===== src/rtl/wordle_game_ctrl.sv =====
// Wordle game controller: guess buffer editing, two-pass scoring with duplicate-letter handling, win/lose tracking.
// Optional hard mode (green letters must be reused) is enabled by defining WORDLE_HARD_MODE_EN.
module wordle_game_ctrl #(
    parameter int WORD_LEN    = 5,
    parameter int MAX_GUESSES = 6,
    parameter int LETTER_W    = 8,
    localparam int CW = $clog2(WORD_LEN + 1),
    localparam int GW = $clog2(MAX_GUESSES + 1),
    localparam int KW = (WORD_LEN > 1) ? $clog2(WORD_LEN) : 1
) (
    input  logic                         Clk,
    input  logic                         reset,
    input  logic                         Start,
    input  logic                         Ack,
    input  logic [WORD_LEN*LETTER_W-1:0] target_word,
    input  logic [LETTER_W-1:0]          letter_in,
    input  logic                         letter_valid,
    input  logic                         letter_del,
    input  logic                         submit,
    output logic [WORD_LEN*LETTER_W-1:0] guess_word,
    output logic [CW-1:0]                letter_count,
    output logic [GW-1:0]                guess_num,
    output logic [2*WORD_LEN-1:0]        feedback,
    output logic                         fb_valid,
    output logic                         reject,
    output logic                         win,
    output logic                         lose,
    output logic                         q_I,
    output logic                         q_Entry,
    output logic                         q_EvalG,
    output logic                         q_EvalY,
    output logic                         q_Result,
    output logic                         q_Done
);

    typedef enum logic [2:0] {
        S_I, S_ENTRY, S_EVALG, S_EVALY, S_RESULT, S_DONE
    } state_t;

    localparam logic [1:0] FB_GREY   = 2'b00;
    localparam logic [1:0] FB_YELLOW = 2'b01;
    localparam logic [1:0] FB_GREEN  = 2'b10;

    state_t state, nxt;

    logic [WORD_LEN-1:0][LETTER_W-1:0] guess_q, target_q;
    logic [WORD_LEN-1:0][1:0]          fb_q;
    logic [WORD_LEN-1:0]               consumed;
    logic [KW-1:0]                     k;

    logic [WORD_LEN-1:0] green_vec, hit;
    logic                found, all_green, last_k, full, hard_ok, submit_ok;

    assign guess_word = guess_q;
    assign feedback   = fb_q;
    assign fb_valid   = (state == S_RESULT);
    assign q_I        = (state == S_I);
    assign q_Entry    = (state == S_ENTRY);
    assign q_EvalG    = (state == S_EVALG);
    assign q_EvalY    = (state == S_EVALY);
    assign q_Result   = (state == S_RESULT);
    assign q_Done     = (state == S_DONE);

    assign full   = (letter_count == CW'(WORD_LEN));
    assign last_k = (k == KW'(WORD_LEN - 1));

    always_comb begin
        green_vec = '0;
        all_green = 1'b1;
        for (int i = 0; i < WORD_LEN; i++) begin
            green_vec[i] = (guess_q[i] == target_q[i]);
            if (fb_q[i] != FB_GREEN) all_green = 1'b0;
        end
    end

    // First unconsumed target letter matching guess[k]; lowest index wins.
    always_comb begin
        found = 1'b0;
        hit   = '0;
        for (int j = 0; j < WORD_LEN; j++) begin
            if (!found && !consumed[j] && target_q[j] == guess_q[k]) begin
                found  = 1'b1;
                hit[j] = 1'b1;
            end
        end
    end

`ifdef WORDLE_HARD_MODE_EN
    logic [WORD_LEN-1:0]               green_lock;
    logic [WORD_LEN-1:0][LETTER_W-1:0] lock_letter;

    always_comb begin
        hard_ok = 1'b1;
        for (int i = 0; i < WORD_LEN; i++)
            if (green_lock[i] && guess_q[i] != lock_letter[i]) hard_ok = 1'b0;
    end

    always_ff @(posedge Clk) begin
        if (reset) begin
            green_lock  <= '0;
            lock_letter <= '0;
        end else if (state == S_I && Start) begin
            green_lock  <= '0;
        end else if (state == S_EVALG) begin
            for (int i = 0; i < WORD_LEN; i++)
                if (green_vec[i]) begin
                    green_lock[i]  <= 1'b1;
                    lock_letter[i] <= guess_q[i];
                end
        end
    end
`else
    assign hard_ok = 1'b1;
`endif

    assign submit_ok = submit && full && !letter_valid && !letter_del && hard_ok;

    always_ff @(posedge Clk) begin
        if (reset) state <= S_I;
        else       state <= nxt;
    end

    always_comb begin
        nxt = state;
        case (state)
            S_I:      if (Start) nxt = S_ENTRY;
            S_ENTRY:  if (submit_ok) nxt = S_EVALG;
            S_EVALG:  nxt = S_EVALY;
            S_EVALY:  if (last_k) nxt = S_RESULT;
            S_RESULT: if (Ack) nxt = (win || lose) ? S_DONE : S_ENTRY;
            S_DONE:   if (Ack) nxt = S_I;
            default:  nxt = S_I;
        endcase
    end

    always_ff @(posedge Clk) begin
        if (reset) begin
            guess_q      <= '0;
            target_q     <= '0;
            fb_q         <= '0;
            consumed     <= '0;
            k            <= '0;
            letter_count <= '0;
            guess_num    <= '0;
            reject       <= 1'b0;
            win          <= 1'b0;
            lose         <= 1'b0;
        end else begin
            reject <= 1'b0;
            case (state)
                S_I: if (Start) begin
                    target_q     <= target_word;
                    guess_q      <= '0;
                    fb_q         <= '0;
                    letter_count <= '0;
                    guess_num    <= '0;
                    win          <= 1'b0;
                    lose         <= 1'b0;
                end
                S_ENTRY: begin
                    if (letter_del) begin
                        if (letter_count != '0) letter_count <= letter_count - 1'b1;
                    end else if (letter_valid && !full) begin
                        guess_q[letter_count] <= letter_in;
                        letter_count          <= letter_count + 1'b1;
                    end
                    reject <= submit && !submit_ok;
                end
                S_EVALG: begin
                    for (int i = 0; i < WORD_LEN; i++)
                        fb_q[i] <= green_vec[i] ? FB_GREEN : FB_GREY;
                    consumed <= green_vec;
                    k        <= '0;
                end
                S_EVALY: begin
                    if (fb_q[k] != FB_GREEN && found) begin
                        fb_q[k]  <= FB_YELLOW;
                        consumed <= consumed | hit;
                    end
                    k <= k + 1'b1;
                    // Yellow marks never touch green slots, so all_green is already final here.
                    if (last_k) begin
                        guess_num <= guess_num + 1'b1;
                        if (all_green)
                            win <= 1'b1;
                        else if ((guess_num + GW'(1)) == GW'(MAX_GUESSES))
                            lose <= 1'b1;
                    end
                end
                S_RESULT: if (Ack && !(win || lose)) letter_count <= '0;
                S_DONE: if (Ack) begin
                    win  <= 1'b0;
                    lose <= 1'b0;
                end
                default: ;
            endcase
        end
    end

endmodule

===== config.mk =====
export PLATFORM = sky130hd
export DESIGN_NAME = wordle_game_ctrl
export DESIGN_NICKNAME = d
export VERILOG_FILES = /design/src/rtl/wordle_game_ctrl.sv
export SDC_FILE = /design/constraint.sdc
export NUM_CORES = 1
export LEC_CHECK = 0
export CAP_MARGIN = 30
export CORE_ASPECT_RATIO = 0.6
export CORE_MARGIN = 2
export CORE_UTILIZATION = 57
export DETAILED_ROUTE_END_ITERATION = 12
export PLACE_DENSITY = 0.95
export SLEW_MARGIN = 40
export SYNTH_ARGS = -nofsm -noshare
export SYNTH_HDL_FRONTEND = slang
export SYNTH_SLANG_ARGS = --single-unit

===== constraint.sdc =====
create_clock -name Clk -period 4.4 [get_ports Clk]
set_input_delay 0.66 -clock Clk [delete_from_list [all_inputs] [get_ports Clk]]
set_output_delay 0.66 -clock Clk [all_outputs]
set_load 0.02 [all_outputs]

==> flow_metrics.py <==
metrics = {
    "clocking": {
        "cts_tree": "built",
        "cts_sinks": 110,
        "ctsHoldBuffers": 0,
        "cts_setup_buffers": 0,
        "cts.path.max_buffers": 2,
        "clk_latency_ns": 0.36,
        "cts_resized": 0,
        "htree_num_levels": 3,
        "cts-root-buf": "clkbuf_16",
        "cts_inserted_buffers": 9,
        "clk_pin_slew_worst_paths_ns": 0.08,
    },
    "logic_synthesis": {
        "netlist_instances": 773,
        "synth_area_leaders": "dfxtp_1 36%, nand2_1 6.8%, a21oi_1 6.1%, xnor2_1 5.4%, a22oi_1 5.2%",
        "ys_seq_elements": 110,
        "yosys_warnings": 0,
        "synth_top_area_frac": 0.355,
        "synth_area_leader_cell": "dfxtp_1",
        "synth_edf_count": 0,
        "ys_seq_area_frac": 0.355,
        "synth_fp_nets": 833,
        "synthArstFlopShare": 0,
        "ys_types": 79,
        "syn_area_per_cell_sq_um": 8.02,
        "ys.flop_type": "dfxtp_1",
        "synth_area_sq_mm": 0.00620,
    },
    "worst_setup_path": {
        "worstPathBufferInverterCount": 1,
        "cp-end-kind": "register",
        "crit_arrival_ns": 3.70,
        "crit_path_start_kind": "register",
        "cp_top_family": "simple AND/OR/NAND/NOR gates",
        "path_cells": "buf_4 > mux2i_1 > nor2_1 > or4_1 > a221o_1 > or4_4 > nand4_4 > o31ai_4 > mux2_4",
        "path_class": "register to register",
        "max_stage_delay_ns": 0.54,
        "critPathSlowestCell": "dfxtp_1",
        "worstPathMaxFanout": 16,
        "worstPathRequired_ns": 4.64,
    },
    "sta": {
        "setup_violations": 0,
        "finalHoldViolations": 0,
        "drv_slew": 0,
        "min_period_over_period": 0.786,
        "slew_headroom": 0.552,
        "hold_ws_ns": 0.479,
        "worstMarginPinSlew_ns": 0.668,
        "setup_tns_ns": 0,
        "rsz0062_at_grt": "no",
        "skew_ns": 0.0104,
        "period_minus_slack_ns": 3.46,
        "max_freq_ghz": 0.289,
    },
    "global_routing": {
        "grt_max_degree": 46,
        "grtUsageMet3": 0.127,
        "use_met2": 0.497,
        "grt_pass1_wl_um": 32800,
        "busiest_layer": "met1",
        "use_met1": 0.537,
        "grt-ovfl-total": 0,
        "grt_pass1_vias": 5817,
        "antenna_found_initial": 0,
        "grt_util_all_layers": 0.360,
    },
    "power_and_ir_drop": {
        "p_leak_nw": 2.87,
        "vdd_drop_max_v": 0.000222,
        "power_mw": 2.26,
        "power_density_mw_per_mm2": 291,
    },
    "die": {
        "core_sq_mm": 0.0106,
        "core.rowCount": 29,
        "start_util": 0.587,
        "io_pins": 121,
        "die_area_sq_mm": 0.0117,
        "die_y_um": 84.8,
        "die_w_um": 139,
    },
    "place": {
        "io_buffers": 120,
        "dp_hpwl_um": 16200,
        "gp_congestion": 1.02,
    },
    "routing": {
        "drt_iter0_drc": 844,
        "vias": 6458,
        "wl_per_cell_um": 21.1,
        "routed_wl_um": 21400,
        "ant_nets": 0,
        "via_per_inst": 6.38,
        "first_pass_iters": 5,
        "drc": 0,
    },
    "min_path": {
        "min_path_type": "register to register",
    },
    "cells_and_area": {
        "drive_gt1_frac": 0.0653,
        "n_antenna_cell": 0,
        "fin_nets": 928,
        "syn2layout_area_growth_pct": 25.1,
        "fillerInstances": 796,
    },
    "outcome": {
        "status": "completed",
    },
    "job": {
        "max_cap_violations": 0,
    },
}
## flip-flops by register name (all words and copies together) (netlist names)
name	count
consumed	5
feedback	10
guess_num	3
guess_word	40
k	3
letter_count	3
lose	1
reject	1
state	3
target_q	40
win	1
## cell usage after synthesis, types with 5 or more instances
master,count
nor4_1,8
buf_2,6
o21ai_0,21
mux2i_1,5
nand2_1,112
inv_1,14
a21oi_1,75
or4_1,5
and3_1,11
nand2b_1,6
o21ai_1,5
nor3_1,12
nor3b_1,9
a32o_1,5
nand4_1,10
or3_1,13
nor2_1,76
a22oi_1,43
nor2b_1,11
nor4bb_1,6
nand3_1,8
xnor2_1,38
o31ai_1,9
a211oi_1,5
xor2_1,20
nand3b_1,8
or2_2,6
clkbuf_1,35
dfxtp_1,110
## layout by cell type, fill, tap and decap left out, types with 10 or more instances in the layout
master,instances
clkdlybuf4s50_1,119
xnor2_1,38
nor2_1,76
xor2_1,20
nor3_1,12
o21ai_0,21
or3_1,13
nand2_1,112
and3_1,11
dfxtp_1,110
a21oi_1,75
nand4_1,10
buf_4,13
inv_1,14
a22oi_1,43
nor2b_1,11
## cell type report
class,instances,area (sq um),area share
flip-flops and latches,110,2200,0.284
clock buffers,9,225,0.0291
multi-input cells,600,3730,0.481
well taps,139,174,0.0224
repair buffers,132,1290,0.166
clock inverters,7,77.6,0.0100
inverters,15,56.3,0.00727
## per-stage QoR
stage / std cells / setup slack [ns] / utilization / cell area (sq um)
after global routing: 1012 / 0.778 / 0.734 / 7750
after floorplan: 773 / 1.54 / - / 6200
after detailed placement: 996 / 1.05 / 0.705 / 7440
after CTS: 1012 / 1.04 / 0.734 / 7750
final: 1012 / 0.944 / 0.734 / 7750
after global placement: 996 / 1.08 / 0.705 / 7440
## power breakdown
| group | internal, mW | switching [mW] | total (mW) |
|---|---|---|---|
| logic | 0.160 | 0.200 | 0.360 |
| registers | 1.02 | 0.0503 | 1.07 |
| clock network | 0.405 | 0.419 | 0.824 |
## cell families (layout without fill, tap and decap cells)
logic type	Yosys count	after routing	synth area share
DFF	110	110	0.355
adders and majority gates	5	5	0.0113
and+or+nand+nor	318	318	0.259
AOI/OAI and AO/OA	208	208	0.229
buffers and inverters	63	163	0.0436
xor gates and xnor gates	58	58	0.0820
muxes	11	11	0.0202
## metal layers
layer | routed length, um | vias to the layer above
met5 | 0 | -
met4 | 317 | 0
met3 | 3290 | 41
met2 | 8480 | 449
met1 | 9290 | 2999
li1 | - | 2969
## final timing paths
kind	start	end	slack, ns	depth (start not counted)
max reg2reg	k[1]	feedback[5]	0.94	9
min	feedback[6]	feedback[6]	0.48	2
max	k[1]	feedback[5]	0.94	9
min reg2reg	feedback[6]	feedback[6]	0.48	2
## tightest hold or removal path, cell delays in order (launching register included)
cell     delay (ns)
dfxtp_1        0.33
nand2_1        0.06
o31ai_1        0.05
Note: power is estimated with default switching activity, not from simulation.
